### src/rtl/ccff_bitstream_loader_pkg.sv
// Shared definitions for the configuration-chain bitstream loader.
// Contents:
//   ccff_state_e           - loader FSM states (IDLE/FETCH/SHIFT/DONE)
//   CCFF_WORD_W_DEFAULT    - default bitstream word width
//   CCFF_CHAIN_LEN_DEFAULT - default configuration chain length
//   bit_cnt_width()        - width of the per-word bit counter
//   rem_cnt_width()        - width of the chain-bits-remaining counter
//   parity_accum()         - running XOR parity update
package ccff_cfg_pkg;

    typedef enum logic [1:0] {
        ST_IDLE  = 2'd0,
        ST_FETCH = 2'd1,
        ST_SHIFT = 2'd2,
        ST_DONE  = 2'd3
    } ccff_state_e;

    localparam int CCFF_WORD_W_DEFAULT    = 8;
    localparam int CCFF_CHAIN_LEN_DEFAULT = 64;

    // Counter must be able to hold WORD_W itself, hence the +1.
    function automatic int bit_cnt_width(input int word_w);
        return $clog2(word_w + 1);
    endfunction

    // Counter must be able to hold CHAIN_LEN itself, hence the +1.
    function automatic int rem_cnt_width(input int chain_len);
        return $clog2(chain_len + 1);
    endfunction

    function automatic logic parity_accum(input logic acc, input logic sample);
        return acc ^ sample;
    endfunction

endpackage

### src/rtl/ccff_bitstream_loader_if.sv
// Bitstream word stream (valid/ready) between a word source and the loader.
// Signals:
//   word_data  - bitstream word, MSB shifted first
//   word_valid - source has a word on word_data
//   word_ready - loader takes word_data this cycle
// Modports: master = word source, slave = loader.
interface ccff_word_if
    import ccff_cfg_pkg::*;
#(
    parameter int WORD_W = CCFF_WORD_W_DEFAULT
);
    logic [WORD_W-1:0] word_data;
    logic              word_valid;
    logic              word_ready;

    modport master (output word_data, output word_valid, input word_ready);
    modport slave  (input word_data, input word_valid, output word_ready);
endinterface

### src/rtl/ccff_bitstream_loader_shreg.sv
// Parallel-load, MSB-first shift register with a bits-remaining counter.
// Ports:
//   clk_i, rst_i  - clock, asynchronous active-high reset
//   load_i        - capture load_data_i / load_cnt_i (wins over shift_i)
//   shift_i       - shift left by one, LSB filled with 0, counter - 1
//   load_data_i   - word to capture
//   load_cnt_i    - number of bits of this word that will be shifted out
//   msb_o         - current MSB (next bit out)
//   bit_cnt_o     - bits remaining in the current word
module ccff_piso_shreg #(
    parameter int WORD_W = 8,
    parameter int CNT_W  = 4
) (
    input  logic              clk_i,
    input  logic              rst_i,
    input  logic              load_i,
    input  logic              shift_i,
    input  logic [WORD_W-1:0] load_data_i,
    input  logic [CNT_W-1:0]  load_cnt_i,
    output logic              msb_o,
    output logic [CNT_W-1:0]  bit_cnt_o
);
    logic [WORD_W-1:0] shreg_q, shreg_d;
    logic [CNT_W-1:0]  bit_cnt_q, bit_cnt_d;

    // Next-state: a load on the last bit of a word replaces the shift, giving back-to-back words.
    always_comb begin
        shreg_d   = shreg_q;
        bit_cnt_d = bit_cnt_q;
        if (load_i) begin
            shreg_d   = load_data_i;
            bit_cnt_d = load_cnt_i;
        end else if (shift_i) begin
            shreg_d   = {shreg_q[WORD_W-2:0], 1'b0};
            bit_cnt_d = bit_cnt_q - CNT_W'(1);
        end else begin
            shreg_d   = shreg_q;
            bit_cnt_d = bit_cnt_q;
        end
    end

    // State registers.
    always_ff @(posedge clk_i or posedge rst_i) begin
        if (rst_i) begin
            shreg_q   <= '0;
            bit_cnt_q <= '0;
        end else begin
            shreg_q   <= shreg_d;
            bit_cnt_q <= bit_cnt_d;
        end
    end

    assign msb_o     = shreg_q[WORD_W-1];
    assign bit_cnt_o = bit_cnt_q;
endmodule

### src/rtl/ccff_bitstream_loader.sv
// Configuration-chain driver: serializes bitstream words onto ccff_head,
// issuing exactly CHAIN_LEN shift enables per load, and reports the parity
// of the previous chain contents seen on ccff_tail.
// Ports:
//   prog_clk, pReset - configuration clock, asynchronous active-high reset
//   start, abort     - load request (IDLE only) / cancel (FETCH/SHIFT)
//   word_if          - word stream, slave side
//   ccff_head        - serial data to the chain head
//   ccff_tail        - serial data from the chain tail
//   chain_shift_en   - chain shifts on this edge
//   busy, done       - load in progress / one-cycle completion pulse
//   aborted          - sticky, cleared by the next accepted start
//   tail_parity      - XOR of ccff_tail samples of the last load
module ccff_bitstream_loader
    import ccff_cfg_pkg::*;
#(
    parameter int CHAIN_LEN = CCFF_CHAIN_LEN_DEFAULT,
    parameter int WORD_W    = CCFF_WORD_W_DEFAULT
) (
    input  logic       prog_clk,
    input  logic       pReset,
    input  logic       start,
    input  logic       abort,
    ccff_word_if.slave word_if,
    output logic       ccff_head,
    input  logic       ccff_tail,
    output logic       chain_shift_en,
    output logic       busy,
    output logic       done,
    output logic       aborted,
    output logic       tail_parity
);
    localparam int BCW = bit_cnt_width(WORD_W);
    localparam int RCW = rem_cnt_width(CHAIN_LEN);

    ccff_state_e    state_q;
    logic [RCW-1:0] rem_cnt_q;
    logic           tail_parity_q;
    logic           aborted_q;

    logic [BCW-1:0] bit_cnt_s;
    logic [BCW-1:0] load_cnt_s;
    logic [RCW-1:0] rem_after_s;
    logic           shreg_msb_s;
    logic           in_fetch_s;
    logic           in_shift_s;
    logic           word_last_s;
    logic           chain_last_s;
    logic           shift_s;
    logic           ready_s;
    logic           accept_s;

    // Handshake and shift decode; abort suppresses both shift and ready in its own cycle.
    always_comb begin
        in_fetch_s   = (state_q == ST_FETCH);
        in_shift_s   = (state_q == ST_SHIFT);
        word_last_s  = (bit_cnt_s == BCW'(1));
        chain_last_s = (rem_cnt_q == RCW'(1));
        shift_s      = in_shift_s & ~abort;
        ready_s      = ~abort & (in_fetch_s | (in_shift_s & word_last_s & ~chain_last_s));
        accept_s     = ready_s & word_if.word_valid;
        // A word loaded during SHIFT starts after the current bit, so one fewer chain bit is left.
        if (in_shift_s) begin
            rem_after_s = rem_cnt_q - RCW'(1);
        end else begin
            rem_after_s = rem_cnt_q;
        end
        // The last word may be partial: only its top rem bits go out.
        if (int'(rem_after_s) >= WORD_W) begin
            load_cnt_s = BCW'(WORD_W);
        end else begin
            load_cnt_s = BCW'(rem_after_s);
        end
    end

    ccff_piso_shreg #(
        .WORD_W (WORD_W),
        .CNT_W  (BCW)
    ) u_piso (
        .clk_i       (prog_clk),
        .rst_i       (pReset),
        .load_i      (accept_s),
        .shift_i     (shift_s),
        .load_data_i (word_if.word_data),
        .load_cnt_i  (load_cnt_s),
        .msb_o       (shreg_msb_s),
        .bit_cnt_o   (bit_cnt_s)
    );

    // Loader FSM with chain-bit counter, tail parity and sticky abort flag.
    always_ff @(posedge prog_clk or posedge pReset) begin
        if (pReset) begin
            state_q       <= ST_IDLE;
            rem_cnt_q     <= '0;
            tail_parity_q <= 1'b0;
            aborted_q     <= 1'b0;
        end else begin
            case (state_q)
                ST_IDLE: begin
                    // start beats a simultaneous abort here.
                    if (start) begin
                        state_q       <= ST_FETCH;
                        rem_cnt_q     <= RCW'(CHAIN_LEN);
                        tail_parity_q <= 1'b0;
                        aborted_q     <= 1'b0;
                    end
                end
                ST_FETCH: begin
                    if (abort) begin
                        state_q   <= ST_IDLE;
                        aborted_q <= 1'b1;
                    end else if (accept_s) begin
                        state_q <= ST_SHIFT;
                    end
                end
                ST_SHIFT: begin
                    if (abort) begin
                        state_q   <= ST_IDLE;
                        aborted_q <= 1'b1;
                    end else begin
                        rem_cnt_q     <= rem_cnt_q - RCW'(1);
                        tail_parity_q <= parity_accum(tail_parity_q, ccff_tail);
                        if (chain_last_s) begin
                            state_q <= ST_DONE;
                        end else if (word_last_s && !accept_s) begin
                            state_q <= ST_FETCH;
                        end
                    end
                end
                ST_DONE: begin
                    state_q <= ST_IDLE;
                end
                default: begin
                    state_q <= ST_IDLE;
                end
            endcase
        end
    end

    assign word_if.word_ready = ready_s;
    assign ccff_head          = in_shift_s & shreg_msb_s;
    assign chain_shift_en     = shift_s;
    assign busy               = (state_q != ST_IDLE);
    assign done               = (state_q == ST_DONE);
    assign aborted            = aborted_q;
    assign tail_parity        = tail_parity_q;
endmodule

### src/flat_wrapper.sv
// flat-port wrapper written by rule: the top's interface ports become plain ports
module ccff_bitstream_loader_flat import ccff_cfg_pkg::*;
#(
    parameter int CHAIN_LEN = CCFF_CHAIN_LEN_DEFAULT,
    parameter int WORD_W    = CCFF_WORD_W_DEFAULT
)
  (prog_clk, pReset, start, abort, ccff_head, ccff_tail, chain_shift_en, busy, done, aborted, tail_parity, word_if_word_data, word_if_word_valid, word_if_word_ready);
  ccff_word_if #(.WORD_W(WORD_W)) word_if_i ();
  input  logic prog_clk;
  input  logic pReset;
  input  logic start;
  input  logic abort;
  output logic ccff_head;
  input  logic ccff_tail;
  output logic chain_shift_en;
  output logic busy;
  output logic done;
  output logic aborted;
  output logic tail_parity;
  input wire logic [$bits(word_if_i.word_data)-1:0] word_if_word_data;
  input wire logic [$bits(word_if_i.word_valid)-1:0] word_if_word_valid;
  output wire logic [$bits(word_if_i.word_ready)-1:0] word_if_word_ready;
  assign word_if_i.word_data = word_if_word_data;
  assign word_if_i.word_valid = word_if_word_valid;
  assign word_if_word_ready = word_if_i.word_ready;
  ccff_bitstream_loader #(.CHAIN_LEN(CHAIN_LEN), .WORD_W(WORD_W)) u_core (.prog_clk(prog_clk), .pReset(pReset), .start(start), .abort(abort), .word_if(word_if_i), .ccff_head(ccff_head), .ccff_tail(ccff_tail), .chain_shift_en(chain_shift_en), .busy(busy), .done(done), .aborted(aborted), .tail_parity(tail_parity));
endmodule
### config.mk
export PLATFORM = sky130hd
export DESIGN_NAME = ccff_bitstream_loader_flat
export DESIGN_NICKNAME = d
export VERILOG_FILES = /design/src/rtl/ccff_bitstream_loader_pkg.sv /design/src/rtl/ccff_bitstream_loader_if.sv /design/src/rtl/ccff_bitstream_loader_shreg.sv /design/src/rtl/ccff_bitstream_loader.sv /design/src/flat_wrapper.sv
export SDC_FILE = /design/constraint.sdc
export NUM_CORES = 1
export LEC_CHECK = 0
export BUFFER_PORTS_ARGS = -buffer_cell sky130_fd_sc_hd__buf_2
export CAP_MARGIN = 20
export CORE_MARGIN = 4
export CORE_UTILIZATION = 30
export CTS_CLUSTER_SIZE = 25
export DETAILED_ROUTE_END_ITERATION = 8
export GPL_ROUTABILITY_DRIVEN = 0
export SYNTH_ARGS = -nofsm -noshare
export SYNTH_HDL_FRONTEND = slang
export SYNTH_SLANG_ARGS = --single-unit
### constraint.sdc
create_clock -name prog_clk -period 3.6 [get_ports prog_clk]
set_input_delay 0.36 -clock prog_clk [delete_from_list [all_inputs] [get_ports prog_clk]]
set_output_delay 0.36 -clock prog_clk [all_outputs]
set_load 0.03 [all_outputs]
==> run_results.csv <==
group,metric,value,unit
outcome,run_status,"finished clean",
power_and_ir_drop,combPwrFrac,55.9,%
grt,grt_pass1_vias,1196,
finish,drive_gt1_share,16.8,%
die,initial_utilization,31.9,%
timing,final.setup.tns,0,ps
worst_setup_path,worstPathRequired,3240,ps
die,dieArea,6410,µm²
detailed_routing,viasPerCell,4.83,
grt,met1_usage,15.9,%
logic_synthesis,netlist_area,1560,µm²
grt,use_met2,16.8,%
timing,grt_setup_unrepaired,"false",
logic_synthesis,yosys_warnings,0,
place,port-buffer-count,20,
worst_setup_path,crit_path_start_kind,"flop",
worst_setup_path,timing_worst_setup_path_type,"reg2out",
clock_network,cts_resized,0,
grt,busiest_layer,"met2",
power_and_ir_drop,swShare,47.0,%
timing,setup_viol,0,
logic_synthesis,synth_cell_types,45,
power_and_ir_drop,leakagePower,0.000776,µW
clock_network,tritoncts,"yes",
die,io-pin-count,21,
worst_setup_path,reg2reg_to,"u_core.state_q[1]",
detailed_routing,wirelength,3150,µm
clock_network,clock_sinks,23,
logic_synthesis,yosys_register_bits,23,
logic_synthesis,ys.flop_type,"dfrtp_1",
worst_setup_path,rr_startpoint,"u_core.state_q[0]",
logic_synthesis,synth.avg_cell_area,8.61,µm²
logic_synthesis,synth-edff-count,0,
die,die_y,80.1,µm
clock_network,root_buffer,"clkbuf_8",
detailed_routing,vias,1274,
worst_setup_path,worstPathArrival,2680,ps
clock_network,numCtsBuffers,3,
power_and_ir_drop,p_sw,706,µW
timing,max_freq,329,MHz
timing,slew_viol_final,0,
logic_synthesis,syn_inst,181,
worst_setup_path,r2r_slack,960,ps
logic_synthesis,synth_fp_nets,205,
detailed_routing,ant_nets,0,
timing,finClkSkew,1.84,ps
detailed_routing,wire_per_inst,11.9,µm
timing,tightest_slew,895,ps
clock_network,cts.clk_slew.worst_paths,80,ps
power_and_ir_drop,power_frac_clock,10.8,%
power_and_ir_drop,p_seq_share,33.3,%
timing,relSlewSlack,40.2,%
power_and_ir_drop,vdd_drop_max,0.384,mV
logic_synthesis,synthArstFlopShare,100,%
timing,fin_crit,3040,ps
timing,hold_viol,0,
grt,grt.overflow.total,0,
logic_synthesis,synth.area.top_cells,"dfrtp_1 (37%), ha_1 (8.0%), nand2_1 (5.5%)",
logic_synthesis,synth_commonest_cells,"dfrtp_1 (23), nand2_1 (23), nor2_1 (20)",
clock_network,clockBufferDepth,2,
detailed_routing,drc_errors,0,
power_and_ir_drop,p_per_area,869,nW/µm²
die,die_w,80.1,µm
finish,n_antenna_cell,0,
timing,fin_hold_ws,273,ps
clock_network,cts_post_setup_buffers_inserted,0,
worst_setup_path,crit_fanout,17,
grt,grtUsageMet3,1.46,%
logic_synthesis,yosysTopAreaCellShare,36.9,%
die,core,4880,µm²
timing,post-route-period-util,84.5,%
detailed_routing,drt-initial-drc-count,60,
finish,nNetsFinal,222,
grt,groute.usage.overall,11.0,%
place,hpwlAfterDp,2340,µm
worst_setup_path,cp-end-kind,"output pin",
logic_synthesis,synth-seq-area-share,36.9,%
flow_run,cap_violations,0,
clock_network,clock_latency,260,ps
clock_network,cts_hold_buffers,0,
grt,grt_max_degree,24,
detailed_routing,drt-pass1-iter-count,4,
min_path,hp-class,"in2async",
power_and_ir_drop,p_int,797,µW
worst_setup_path,reg2reg_depth,7,
grt,antenna_found_initial,0,
die,num_rows,25,
finish,synthToLayoutAreaGrowth,11.1,%
grt,grt_pass1_wl,5660,µm
logic_synthesis,synth_top_area_cell,"dfrtp_1",
clock_network,cts_htree_levels,1,
==> area by class of cell <==
cell class | count | area, µm²
fill | 529 | 3150
clock buffer | 3 | 41.3
clock inverter | 1 | 5.00
timing repair buffer | 20 | 100
multi-input combinational | 138 | 880
inverter | 12 | 45.0
tap | 67 | 83.8
sequential | 23 | 576
==> placed cells by master, fill, tap and decap left out, types with 2 or more instances in the layout <==
cell type | Yosys | final
a21o_1 | 2 | 2
a21oi_1 | 10 | 10
a31oi_1 | 9 | 9
a32o_1 | 2 | 2
buf_2 | 4 | 20
clkbuf_8 | 0 | 3
dfrtp_1 | 23 | 23
ha_1 | 10 | 10
inv_1 | 12 | 12
mux2i_1 | 2 | 2
nand2_1 | 23 | 23
nand2b_1 | 5 | 5
nand3_1 | 3 | 3
nor2_1 | 20 | 20
nor2b_1 | 3 | 3
nor3_1 | 9 | 9
o21a_1 | 2 | 2
o21ai_0 | 10 | 10
o21ai_1 | 2 | 2
xor2_1 | 2 | 2
==> cells by family after synthesis <==
| logic type | count (synthesis) | synth area share (%) |
|---|---|---|
| mux | 3 | 2.01 |
| compound gates | 47 | 20.4 |
| fa+ha+maj | 10 | 8.03 |
| xor+xnor | 3 | 1.69 |
| buf+inv | 20 | 6.59 |
| simple gates | 75 | 24.3 |
| flops | 23 | 36.9 |
==> critical path, stage by stage (launching register included) <==
cell	delay (ps)
dfrtp_1	400
inv_1	130
ha_1	500
nand2b_1	450
inv_1	430
nand2b_1	120
o21ai_0	160
buf_2	220
==> per-layer routing <==
metal	wire, µm	vias up
met5	0	-
met4	43	0
met3	90	5
met2	1390	17
met1	1630	582
li1	-	670
==> registers in the layout (all words and copies together) (netlist names) <==
| name | flops |
|---|---|
| u_core.aborted | 1 |
| u_core.rem_cnt_q | 7 |
| u_core.state_q | 2 |
| u_core.tail_parity | 1 |
| u_core.u_piso.bit_cnt_o | 4 |
| u_core.u_piso.shreg_q | 8 |
==> worst max-delay path by stage <==
stage                               startpoint            endpoint  cells past startpoint
floorplan           u_core.u_piso.bit_cnt_o[1]  word_if_word_ready                      4
global placement             u_core.state_q[0]  word_if_word_ready                      7
detailed placement           u_core.state_q[0]  word_if_word_ready                      7
CTS                          u_core.state_q[0]  word_if_word_ready                      7
global route                 u_core.state_q[0]  word_if_word_ready                      7
finish                       u_core.state_q[0]  word_if_word_ready                      7
==> power groups by stage <==
stage	Combinational [µW]	Clock [µW]	Sequential (µW)
2_1_floorplan	704	0	479
3_3_place_gp	841	0	509
3_5_place_dp	839	0	506
4_1_cts	848	173	501
5_1_grt	978	183	525
6_report	840	162	501
==> metrics by stage <==
step	setup WS [ps]	instances	utilization (%)	total power, µW	cell area (µm²)
finish	560	264	35.5	1500	1730
global route	190	264	35.5	1690	1730
CTS	514	264	35.5	1520	1730
detailed placement	853	260	34.5	1350	1680
global placement	930	260	34.5	1350	1680
floorplan	1480	181	-	1180	1560
Note: power is estimated with default switching activity, not from simulation.
